## src/rtl/ahb_read_mux_n.sv

```systemverilog
// AHB-Lite read-data/response mux: routes the data-phase slave back to the master, with a built-in default slave and an error counter.
// Latency: zero added latency in the data phase; the slave index is captured one cycle earlier, in the address phase.
// Backpressure: a low HREADY from the selected slave (or from a default-slave ERR1 cycle) freezes the captured index.
module ahb_read_mux_n #(
  parameter int N_SLAVES  = 3,
  parameter int DATA_W    = 8,
  parameter int SEL_W     = $clog2(N_SLAVES + 1),
  parameter int ERR_CNT_W = 8
) (
  input  logic                         clk,
  input  logic                         rst,
  input  logic [SEL_W-1:0]             HSEL_IDX,
  input  logic [1:0]                   HTRANS,
  input  logic [N_SLAVES*DATA_W-1:0]   HRDATA_S,
  input  logic [N_SLAVES-1:0]          HREADYOUT_S,
  input  logic [N_SLAVES-1:0]          HRESP_S,
  input  logic                         err_clr,
  output logic [DATA_W-1:0]            HRDATA,
  output logic                         HREADY,
  output logic                         HRESP,
  output logic [ERR_CNT_W-1:0]         err_count
);

  typedef enum logic [1:0] {
    DS_IDLE = 2'd0,
    DS_ERR1 = 2'd1,
    DS_ERR2 = 2'd2
  } ds_state_t;

  ds_state_t              state_q, state_d;
  logic [SEL_W-1:0]       sel_q, sel_d;
  logic                   act_q, act_d;
  logic [ERR_CNT_W-1:0]   cnt_q, cnt_d;

  logic                   sel_mapped;
  logic                   addr_unmapped;
  logic                   new_err;
  logic [DATA_W-1:0]      slv_rdata;
  logic                   slv_ready;
  logic                   slv_resp;

  // An index is mapped only if it names one of the real slave ports.
  function automatic logic is_mapped(input logic [SEL_W-1:0] idx);
    logic m;
    m = 1'b0;
    for (int k = 1; k <= N_SLAVES; k++) begin
      if (idx == SEL_W'(k)) m = 1'b1;
    end
    return m;
  endfunction

  // Select the data-phase slave from the captured index.
  always_comb begin
    slv_rdata  = '0;
    slv_ready  = 1'b1;
    slv_resp   = 1'b0;
    sel_mapped = 1'b0;
    for (int k = 1; k <= N_SLAVES; k++) begin
      if (sel_q == SEL_W'(k)) begin
        slv_rdata  = HRDATA_S[k*DATA_W-1 -: DATA_W];
        slv_ready  = HREADYOUT_S[k-1];
        slv_resp   = HRESP_S[k-1];
        sel_mapped = 1'b1;
      end
    end
  end

  // Drive master-facing outputs: mapped slave, else the default slave; reset forces an idle OKAY.
  always_comb begin
    HRDATA = '0;
    HREADY = 1'b1;
    HRESP  = 1'b0;
    if (!rst) begin
      if (sel_mapped) begin
        HRDATA = slv_rdata;
        HREADY = slv_ready;
        HRESP  = slv_resp;
      end else begin
        unique case (state_q)
          DS_ERR1: begin
            HREADY = 1'b0;
            HRESP  = 1'b1;
          end
          DS_ERR2: begin
            HREADY = 1'b1;
            HRESP  = 1'b1;
          end
          default: begin
            HREADY = 1'b1;
            HRESP  = 1'b0;
          end
        endcase
      end
    end
  end

  assign addr_unmapped = !is_mapped(HSEL_IDX);
  assign new_err       = HREADY && HTRANS[1] && addr_unmapped;

  // Address-phase capture, frozen while the current data phase is stalled.
  always_comb begin
    sel_d = sel_q;
    act_d = act_q;
    if (HREADY) begin
      sel_d = HSEL_IDX;
      act_d = HTRANS[1];
    end
  end

  // Default-slave next state: the two-cycle ERROR response, chained for back-to-back unmapped transfers.
  always_comb begin
    state_d = state_q;
    unique case (state_q)
      DS_IDLE: begin
        // An active unmapped data phase sitting in IDLE cannot arise from a legal
        // capture; if it ever does, answer it with ERROR rather than a silent OKAY.
        if (new_err || (!sel_mapped && act_q)) state_d = DS_ERR1;
      end
      DS_ERR1: state_d = DS_ERR2;
      DS_ERR2: state_d = new_err ? DS_ERR1 : DS_IDLE;
      default: state_d = DS_IDLE;
    endcase
  end

  // Saturating error counter; a clear takes priority over an increment.
  always_comb begin
    cnt_d = cnt_q;
    if (err_clr) begin
      cnt_d = '0;
    end else if (state_q == DS_ERR2 && cnt_q != {ERR_CNT_W{1'b1}}) begin
      cnt_d = cnt_q + ERR_CNT_W'(1);
    end
  end

  // State registers with synchronous reset.
  always_ff @(posedge clk) begin
    if (rst) begin
      state_q <= DS_IDLE;
      sel_q   <= '0;
      act_q   <= 1'b0;
      cnt_q   <= '0;
    end else begin
      state_q <= state_d;
      sel_q   <= sel_d;
      act_q   <= act_d;
      cnt_q   <= cnt_d;
    end
  end

  assign err_count = cnt_q;

endmodule

```

## config.mk

```make
export PLATFORM = sky130hd
export DESIGN_NAME = ahb_read_mux_n
export DESIGN_NICKNAME = d
export VERILOG_FILES = /design/src/rtl/ahb_read_mux_n.sv
export SDC_FILE = /design/constraint.sdc
export NUM_CORES = 1
export LEC_CHECK = 0
export BUFFER_PORTS_ARGS = -buffer_cell sky130_fd_sc_hd__buf_2
export CORE_MARGIN = 3
export CORE_UTILIZATION = 40
export CTS_CLUSTER_SIZE = 30
export DETAILED_ROUTE_END_ITERATION = 8
export PLACE_DENSITY = 0.78
export SYNTH_ARGS = -nofsm -noshare
export SYNTH_HDL_FRONTEND = slang
export SYNTH_SLANG_ARGS = --single-unit
```

## constraint.sdc

```tcl
create_clock -name clk -period 2.6 [get_ports clk]
set_clock_uncertainty 0.15 [all_clocks]
set_input_delay 0.26 -clock clk [delete_from_list [all_inputs] [get_ports clk]]
set_output_delay 0.26 -clock clk [all_outputs]
set_load 0.01 [all_outputs]
```

==> results.md, run 1 <==
- Max-capacitance violation count: 0
- Fmax achieved: 0.439 GHz
- Top FF cell, synth: sky130_fd_sc_hd__dfxtp_1
- Worst EP required: 2190 ps
- Number of H-tree levels: 1
- Startpoint type of the worst setup path: flop
- Maximum fanout encountered on the critical timing path: 15
- Comb pwr share: 0.392
- Full die area: 2930 µm²
- Number of placed I/O pins: 55
- Average detailed-routed wire length per instance: 11.3 µm
- Total iterations of the first detailed-routing run: 4
- Switching fraction of total power: 0.337
- Total power after layout: 604 µW
- Least-Margin Pin Slew: 763 ps
- DRC violations left: 0
- Placer's final routability congestion estimate: 0.806
- Post-cts hold buffer count: 0
- Total internal power: 400 µW
- Estimated wirelength of the detail-placed design: 1780 µm
- TritonCTS buffer count: 3
- Number of nets in the finished design: 205
- Post-synthesis cell area: 926 µm²
- Kind of capture point of the worst setup path: primary output
- Port Buffers: 53
- Chip height: 54.1 µm
- Clock group share of total power: 0.204
- Category of cells accounting for the largest share of critical-path delay: flip-flops
- Status: finished clean
- Net switching power of the design: 203 µW
- Setup repair after global routing missed its margin: no
- Slowest stage cell on the critical path: sky130_fd_sc_hd__dfxtp_1
- Fin crit period: 2280 ps
- Async SR Flop Fraction: 0
- Leakage Power: 0.000572 µW
- Number of rows created at floorplan: 16
- Library cell used as clock root buffer: sky130_fd_sc_hd__clkbuf_4
- Largest stage delay on the critical path: 690 ps
- Number of clock sinks seen by CTS: 13
- Max VDD drop: 0.279 mV
- Number of vias in the routed layout: 960
- Antenna cells: 0
- Data arrival time of the worst path: 1870 ps
- Worst Hold Class: in2reg
- Number of warnings reported in the yosys synthesis log: 0
- Cell-by-cell listing of the critical path: nor2b_1 -> a22oi_1 -> nor2_1 -> buf_2
- Total setup buffers inserted after CTS: 0
- Pin count of the biggest net entering global routing: 17
- Clock latency of the later-clocked register in the worst-skew pair: 270 ps
- Summed negative setup slack over all endpoints: 0 ps
- Leading cell types in the layout, fill and taps excluded: sky130_fd_sc_hd__buf_2, sky130_fd_sc_hd__nor2_1, sky130_fd_sc_hd__dfxtp_1
- Total nets after synthesis: 152
- Clock transition at the register clock pins on the worst setup and hold paths after CTS: 80 ps
- Metal1 wirelength: 866 µm
- Placeable core region: 2080 µm²
- Area grow syn2layout: 33.0%
- Met3 WL post-DR: 191 µm
- Synthesized area per cell: 8.49 µm²
- Met2 wirelength from detailed routing: 1040 µm
- Congestion Overflow GR: 0
- Post-synth cell types: 31
- Width of the die: 54.1 µm
- Vias per cell: 5.11
- Vias in the first global route: 918
- Power per cell area: 490 nW/µm²
- Final period util: 0.875
- Sequential element share of the synthesized area: 0.281
- Share of post-route cells with drive strength above 1: 0.429
- Category of the most critical setup path: reg2out
- Wire length of the first global-routing pass: 3730 µm
- Clock tree from TritonCTS: done
- Number of enable flip-flop cells after synthesis: 0
- Worst relative slew slack: 0.487
- Antenna Violating Nets Remaining: 0
- Most common cell after layout, fill and taps aside: sky130_fd_sc_hd__buf_2
- Hold violation total from the final report: 0
- Top routing layer used: met4
- Slew Limit Fails: 0
- All-Layer GR Usage: 0.171
- Final number of setup-violating endpoints: 0
- Maximum clock path buffer count: 2
- Iteration-0 DRC Markers: 19
- Effective utilization at floorplan: 0.445
- Initial antenna violation count: 0
- Bufs and invs on worst path: 1
- Number of flip-flops and latches in the synthesized netlist: 13
- Number of cells produced by synthesis: 109
- Post-CTS sizing: 0
- Part of the power in registers: 0.404
- Final WL: 2130 µm
- Share of the core filled with cells: 0.591
[power by group through the flow]
stage	Clock, µW	Combinational [µW]	Sequential (µW)
final	123	236	244
after detailed placement	0	237	249
after CTS	129	238	244
after global routing	138	265	250
after global placement	0	229	247
after floorplan	0	182	234
[Yosys cell counts, types with 3 or more instances]
cell type,instances,share of area
sky130_fd_sc_hd__a22oi_1,8,0.065
sky130_fd_sc_hd__clkbuf_1,3,0.012
sky130_fd_sc_hd__dfxtp_1,13,0.28
sky130_fd_sc_hd__ha_1,6,0.081
sky130_fd_sc_hd__inv_1,7,0.028
sky130_fd_sc_hd__mux2_2,8,0.097
sky130_fd_sc_hd__mux2i_1,4,0.043
sky130_fd_sc_hd__nand2_1,5,0.020
sky130_fd_sc_hd__nor2_1,23,0.093
sky130_fd_sc_hd__xnor2_1,6,0.057
[sequential cells by signal, indices dropped and copies added, names as in the netlist]
name and cells:
sel_q 2, act_q 1, err_count 8, state_q 2
[metrics by stage]
stage | worst slack [ps] | std cells | cell area (µm²) | hold slack (ps)
3_3_place_gp | 541 | 184 | 1200 | 353
6_report | 324 | 188 | 1230 | 82.0
4_1_cts | 291 | 188 | 1230 | 81.3
3_5_place_dp | 487 | 184 | 1200 | 371
5_1_grt | 108 | 188 | 1230 | 104
2_1_floorplan | 648 | 109 | 926 | 179
[logic make-up after synthesis]
kind of cell | after synthesis | share of synthesized area
xor gates and xnor gates | 7 | 0.0662
AOI/OAI and AO/OA | 17 | 0.157
and+or+nand+nor | 41 | 0.200
DFF | 13 | 0.281
muxes | 13 | 0.165
adders and majority gates | 6 | 0.0811
buffers and inverters | 12 | 0.0500
[worst paths after layout]
check                               start                 endpoint  slack, ps  cells past startpoint
setup / recovery    sel_q[1]$_SDFFE_PP0N_                HRDATA[3]        320                      4
hold reg to reg   state_q[0]$_SDFFE_PP0P_  state_q[0]$_SDFFE_PP0P_        390                      2
hold / removal                  HTRANS[1]       act_q$_SDFFE_PP0N_         80                      3
setup reg to reg    sel_q[1]$_SDFFE_PP0N_  state_q[0]$_SDFFE_PP0P_        510                      5
[final cells by class]
| class | instances | area [µm²] |
|---|---|---|
| Sequential cell | 13 | 260 |
| Fill cell | 185 | 851 |
| Multi-Input combinational cell | 84 | 619 |
| Timing Repair Buffer | 53 | 265 |
| Inverter | 7 | 26.3 |
| Tap cell | 27 | 33.8 |
| Clock buffer | 4 | 26.3 |
[metal layers]
metal  GRT usage  up-vias
li1            -      484
met1       0.198      433
met2       0.294       41
met3      0.0416        2
met4      0.0788        0
met5           0        -
[worst reg2reg max path: cells and delay by family, from the launching register on]
family           cells  cell delay, ps
AND/OR/NAND/NOR      2             560
flip-flops           1             690
AO/OA/AOI/OAI        3             630
Note: power is estimated with default switching activity, not from simulation.
==> run 2, diff against run 1 <==
--- a/config.mk
+++ b/config.mk
@@ -7,10 +7,10 @@
 export LEC_CHECK = 0
 export BUFFER_PORTS_ARGS = -buffer_cell sky130_fd_sc_hd__buf_2
 export CORE_MARGIN = 3
-export CORE_UTILIZATION = 40
+export CORE_UTILIZATION = 38
 export CTS_CLUSTER_SIZE = 30
 export DETAILED_ROUTE_END_ITERATION = 8
-export PLACE_DENSITY = 0.78
+export PLACE_DENSITY = 0.74
 export SYNTH_ARGS = -nofsm -noshare
 export SYNTH_HDL_FRONTEND = slang
 export SYNTH_SLANG_ARGS = --single-unit
==> constraint.sdc (replaced) <==
create_clock -name clk -period 2.4 [get_ports clk]
set_clock_uncertainty 0.15 [all_clocks]
set_input_delay 0.24 -clock clk [delete_from_list [all_inputs] [get_ports clk]]
set_output_delay 0.24 -clock clk [all_outputs]
set_load 0.01 [all_outputs]
==> run 2 against run 1 <==
Against the previous run:
- die area grew 4.7%
- sequential share of layout area shrank 0.19 points
- power grew 9.6%
- count of clock-buffer cells in the layout is the same
- first-iteration DRC count shrank 26%
- design area grew 0.91%
- cell count grew 1.1%
- hold slack lost 32 ps
- critical path depth grew 1
- critical path type unchanged
==> results.md, run 2 (synthesized netlist as in run 1, its figures left out) <==
- Wire length of the first global-routing pass: 3900 µm
- Antenna cells: 0
- Setup slack at placement: 370 ps
- Bufs and invs on worst path: 2
- Worst relative slew slack: 0.522
- R2R cell count: 7
- Share of post-route cells with drive strength above 1: 0.438
- Number of cells after detailed placement: 186
- R2R Path Start: state_q[1]$_SDFFE_PP0P_
- Largest register FFs: 8
- Number of cells in the finished layout apart from fillers: 190
- Clock latency of the later-clocked register in the worst-skew pair: 270 ps
- Vias per cell: 4.96
- Worst Hold Class: in2reg
- Slew Limit Fails: 0
- Status: finished clean
- Estimated wirelength of the detail-placed design: 1860 µm
- Category of cells accounting for the largest share of critical-path delay: flip-flops
- Setup repair after global routing missed its margin: no
- Least-Margin Pin Slew: 711 ps
- Chip height: 55.4 µm
- Final WL: 2270 µm
- Startpoint type of the worst setup path: flop
- FF-to-FF setup slack: 360 ps
- Max VDD drop: 0.277 mV
- Category of the most critical setup path: reg2out
- Number of nets in the finished design: 206
- Slowest stage cell on the critical path: sky130_fd_sc_hd__dfxtp_1
- Worst EP required: 2010 ps
- Final period util: 0.922
- Largest stage delay on the critical path: 610 ps
- Total iterations of the first detailed-routing run: 3
- Pin count of the biggest net entering global routing: 17
- Summed negative setup slack over all endpoints: 0 ps
- Clock transition at the register clock pins on the worst setup and hold paths after CTS: 80 ps
- Number of H-tree levels: 1
- Reg2reg end: state_q[0]$_SDFFE_PP0P_
- Leakage Power: 0.000577 µW
- Number of placed I/O pins: 55
- Area grow syn2layout: 34.2%
- Maximum clock path buffer count: 2
- Number of vias in the routed layout: 942
- Iteration-0 DRC Markers: 14
- Hold violation total from the final report: 0
- DRC violations left: 0
- Maximum fanout encountered on the critical timing path: 11
- Cell-by-cell listing of the critical path: buf_4 -> mux2_2 -> a22oi_1 -> nor2_1 -> buf_2
- Max-capacitance violation count: 0
- Setup crit end: HRDATA[6]
- Kind of capture point of the worst setup path: primary output
- Effective utilization at floorplan: 0.411
- Full die area: 3060 µm²
- Congestion Overflow GR: 0
- Vias in the first global route: 960
- Antenna Violating Nets Remaining: 0
- Number of clock sinks seen by CTS: 13
- Start point of the critical path: sel_q[1]$_SDFFE_PP0N_
- Clock tree from TritonCTS: done
- Filler instances: 235
- Most common cell after layout, fill and taps aside: sky130_fd_sc_hd__buf_2
- Average detailed-routed wire length per instance: 12.0 µm
- Final number of setup-violating endpoints: 0
- Leading cell types in the layout, fill and taps excluded: sky130_fd_sc_hd__buf_2, sky130_fd_sc_hd__nor2_1, sky130_fd_sc_hd__dfxtp_1
- Fmax achieved: 0.452 GHz
- Width of the die: 55.4 µm
- Number of rows created at floorplan: 17
- All-Layer GR Usage: 0.151
- Data arrival time of the worst path: 1820 ps
- Min setup slack post-route: 188 ps
- Port Buffers: 53
- Post-cts hold buffer count: 0
- Logic depth of the worst setup path including buffers: 5
- Placer's final routability congestion estimate: 0.726
- Library cell used as clock root buffer: sky130_fd_sc_hd__clkbuf_4
- Initial antenna violation count: 0
- Placeable core region: 2250 µm²
- Power per cell area: 532 nW/µm²
- TritonCTS buffer count: 3
- Fin crit period: 2210 ps
[run 2: cell types whose count changed in the layout (fill, tap and decap cells not counted), sizes merged]
cell and change:
buf +1
[run 2: metal layers]
| metal | part of all wire | vias up | routed length [µm] | GRT usage |
|---|---|---|---|---|
| met4 | 0.0018 | 0 | 4 | 0.0521 |
| li1 | - | 483 | - | - |
| met2 | 0.47 | 47 | 1080 | 0.265 |
| met1 | 0.42 | 410 | 955 | 0.173 |
| met3 | 0.10 | 2 | 235 | 0.0421 |
| met5 | 0 | - | 0 | 0 |
[run 2: power by group]
group / total, µW / internal [µW] / switching [µW]
logic: 263 / 139 / 123
clock network: 136 / 64.4 / 72.0
registers: 262 / 233 / 29.0
[run 2: worst min-delay path by stage]
stage                start                 endpoint  slack (ps)  depth (start not counted)
4_1_cts          HTRANS[1]       act_q$_SDFFE_PP0N_          40                          3
3_3_place_gp     HTRANS[1]       act_q$_SDFFE_PP0N_         330                          3
6_report         HTRANS[1]       act_q$_SDFFE_PP0N_          50                          3
2_1_floorplan          rst  state_q[0]$_SDFFE_PP0P_         160                          1
3_5_place_dp     HTRANS[1]       act_q$_SDFFE_PP0N_         340                          3
5_1_grt        HSEL_IDX[0]    sel_q[0]$_SDFFE_PP0N_          70                          2
[run 2: timing repair]
item | CTS | global route
endpoints found under the setup margin | 0 | 1
buffers inserted | 0 | 0
gates resized for setup | 0 | 1
[run 2: through the flow]
step	power, µW	cell area [µm²]	hold slack [ps]	utilization
final	662	1240	49.7	0.551
after global routing	706	1240	67.8	0.551
after CTS	669	1240	42.0	0.550
after detailed placement	531	1210	336	0.538
after global placement	520	1210	331	0.538
after floorplan	451	926	159	-
[run 2: cell type report]
class | instances | area, µm² | area share
clock buffers | 4 | 26.3 | 0.0211
well taps | 28 | 35.0 | 0.0282
multi-input cells | 84 | 622 | 0.501
repair buffers | 54 | 273 | 0.220
flip-flops and latches | 13 | 260 | 0.209
inverters | 7 | 26.3 | 0.0211
[run 2: worst reg2reg max path, delay by kind of cell, from the launching register on]
family | cells | cell delay, ps
DFF | 1 | 380
buffers and inverters | 1 | 90
adders and majority gates | 1 | 190
and+or+nand+nor | 2 | 590
AOI/OAI and AO/OA | 3 | 580
==> run 3, diff against run 2 <==
--- a/config.mk
+++ b/config.mk
@@ -10,6 +10,7 @@
 export CORE_UTILIZATION = 38
 export CTS_CLUSTER_SIZE = 30
 export DETAILED_ROUTE_END_ITERATION = 8
+export MAX_ROUTING_LAYER = met4
 export PLACE_DENSITY = 0.74
 export SYNTH_ARGS = -nofsm -noshare
 export SYNTH_HDL_FRONTEND = slang
==> run 3 against run 2 <==
Against the previous run:
- sequential share of layout area unchanged
- register-to-register slack barely moved
- wire length up 0.44%
- core utilization unchanged
- global-route usage up 0.42 points
- first-iteration DRC count unchanged
- cell count unchanged
- hold slack improved by 0.76 ps
- setup slack lost 3.0 ps
- critical path type unchanged
- critical endpoint unchanged
- highest routed layer unchanged
==> results.md, run 3 (synthesized netlist as in run 1, its figures left out) <==
- Estimated wirelength of the detail-placed design: 1860 µm
- Worst hold margin: 50.5 ps
- Total setup buffers inserted after CTS: 0
- Leakage Power: 0.000577 µW
- Area grow syn2layout: 34.2%
- TritonCTS buffer count: 3
- Post-CTS sizing: 0
- Category of the most critical setup path: reg2out
- Clock tree from TritonCTS: done
- Antenna Violating Nets Remaining: 0
- Max-capacitance violation count: 0
- DRC violations left: 0
- Filler instances: 235
- FF-to-FF setup slack: 360 ps
- Bufs and invs on worst path: 2
- Clock latency of the later-clocked register in the worst-skew pair: 270 ps
- Power per cell area: 533 nW/µm²
- Post-cts hold buffer count: 0
- Library cell used as clock root buffer: sky130_fd_sc_hd__clkbuf_4
- Width of the die: 55.4 µm
- Most common cell after layout, fill and taps aside: sky130_fd_sc_hd__buf_2
- Share of the core filled with cells: 0.551
- Leading cell types in the layout, fill and taps excluded: sky130_fd_sc_hd__buf_2, sky130_fd_sc_hd__nor2_1, sky130_fd_sc_hd__dfxtp_1
- Worst Hold Class: in2reg
- Number of vias in the routed layout: 949
- Total iterations of the first detailed-routing run: 4
- Average detailed-routed wire length per instance: 12.0 µm
- Pin count of the biggest net entering global routing: 17
- Effective utilization at floorplan: 0.411
- All-Layer GR Usage: 0.155
- Vias per cell: 4.99
- Fmax achieved: 0.451 GHz
- Area of combinational cells with multiple inputs: 622 µm²
- Final number of setup-violating endpoints: 0
- Hold Crit Endpoint: act_q$_SDFFE_PP0N_
- R2R cell count: 7
- Category of cells accounting for the largest share of critical-path delay: flip-flops
- Cell-by-cell listing of the critical path: buf_4 -> mux2_2 -> a22oi_1 -> nor2_1 -> buf_2
- Hold violation total from the final report: 0
- Antenna cells: 0
- Initial antenna violation count: 0
- Max VDD drop: 0.278 mV
- Number of cells in the finished layout apart from fillers: 190
- Number of rows created at floorplan: 17
- Storage cell area: 260 µm²
- Clock transition at the register clock pins on the worst setup and hold paths after CTS: 80 ps
- Placer's final routability congestion estimate: 0.734
- Kind of capture point of the worst setup path: primary output
- Number of placed I/O pins: 55
- R2R Path Start: state_q[1]$_SDFFE_PP0P_
- Maximum clock path buffer count: 2
- Placeable core region: 2250 µm²
- Chip height: 55.4 µm
- Fin crit period: 2220 ps
- Number of H-tree levels: 1
- Share of post-route cells with drive strength above 1: 0.438
- Summed negative setup slack over all endpoints: 0 ps
- Start point of the worst min-delay path: HTRANS[1]
- Vias in the first global route: 960
- Congestion Overflow GR: 0
- Final period util: 0.923
- Number of cells after detailed placement: 186
- Port Buffers: 53
- Final WL: 2280 µm
- Largest register FFs: 8
- Largest stage delay on the critical path: 610 ps
- Full die area: 3060 µm²
- Wire length of the first global-routing pass: 3900 µm
- Depth of the worst hold-timing path: 3
- Total non-filler cell area in the finished layout: 1240 µm²
- Startpoint type of the worst setup path: flop
- Slowest stage cell on the critical path: sky130_fd_sc_hd__dfxtp_1
- Number of nets in the finished design: 206
- Worst EP required: 2010 ps
- Slew Limit Fails: 0
- Maximum fanout encountered on the critical timing path: 11
- Number of clock sinks seen by CTS: 13
- Data arrival time of the worst path: 1830 ps
- Status: finished clean
- Least-Margin Pin Slew: 711 ps
- Reg2reg end: state_q[0]$_SDFFE_PP0P_
- Iteration-0 DRC Markers: 14
- Setup repair after global routing missed its margin: no
- Total placed instance area: 1210 µm²
- Worst relative slew slack: 0.522
run 3: cell counts in the layout (fill, tap and decap cells not counted):
Identical to the previous run, type by type.
run 3: layout make-up:
cell class                      instances  share of cell area
Inverter                                7              0.0211
Timing Repair Buffer                   54               0.220
Tap cell                               28              0.0282
Sequential cell                        13               0.209
Multi-Input combinational cell         84               0.501
Clock buffer                            4              0.0211
run 3: stage by stage:
| step | total power (µW) | setup WS, ps |
|---|---|---|
| 2_1_floorplan | 451 | 448 |
| 6_report | 662 | 185 |
| 5_1_grt | 706 | 39.8 |
| 3_5_place_dp | 531 | 370 |
| 3_3_place_gp | 520 | 419 |
| 4_1_cts | 669 | 165 |
run 3: worst register-to-register path, stage by stage, from the launching register on:
cell,delay [ps]
sky130_fd_sc_hd__dfxtp_1,380
sky130_fd_sc_hd__inv_1,90
sky130_fd_sc_hd__ha_1,190
sky130_fd_sc_hd__or2_4,240
sky130_fd_sc_hd__a32oi_4,320
sky130_fd_sc_hd__a21oi_2,120
sky130_fd_sc_hd__or3_1,350
sky130_fd_sc_hd__a21oi_1,140
run 3: how the worst max path moves through the flow:
stage | start | endpoint | cells past startpoint
3_3_place_gp | state_q[1]$_SDFFE_PP0P_ | state_q[0]$_SDFFE_PP0P_ | 7
2_1_floorplan | state_q[1]$_SDFFE_PP0P_ | state_q[0]$_SDFFE_PP0P_ | 7
6_report | sel_q[1]$_SDFFE_PP0N_ | HRDATA[6] | 5
5_1_grt | sel_q[1]$_SDFFE_PP0N_ | HRDATA[5] | 5
4_1_cts | sel_q[1]$_SDFFE_PP0N_ | HRDATA[6] | 5
3_5_place_dp | state_q[1]$_SDFFE_PP0P_ | state_q[0]$_SDFFE_PP0P_ | 7
run 3: report_power, final:
part | switching [µW] | total [µW] | internal (µW)
clock network | 71.5 | 136 | 64.4
registers | 29.4 | 263 | 233
logic | 124 | 263 | 139
run 3: metal layers:
metal,GRT usage,vias up,routed length [µm]
met3,0.0304,2,207
li1,-,484,-
met1,0.180,416,1000
met5,-,-,0
met2,0.265,47,1070
met4,0.0521,0,4
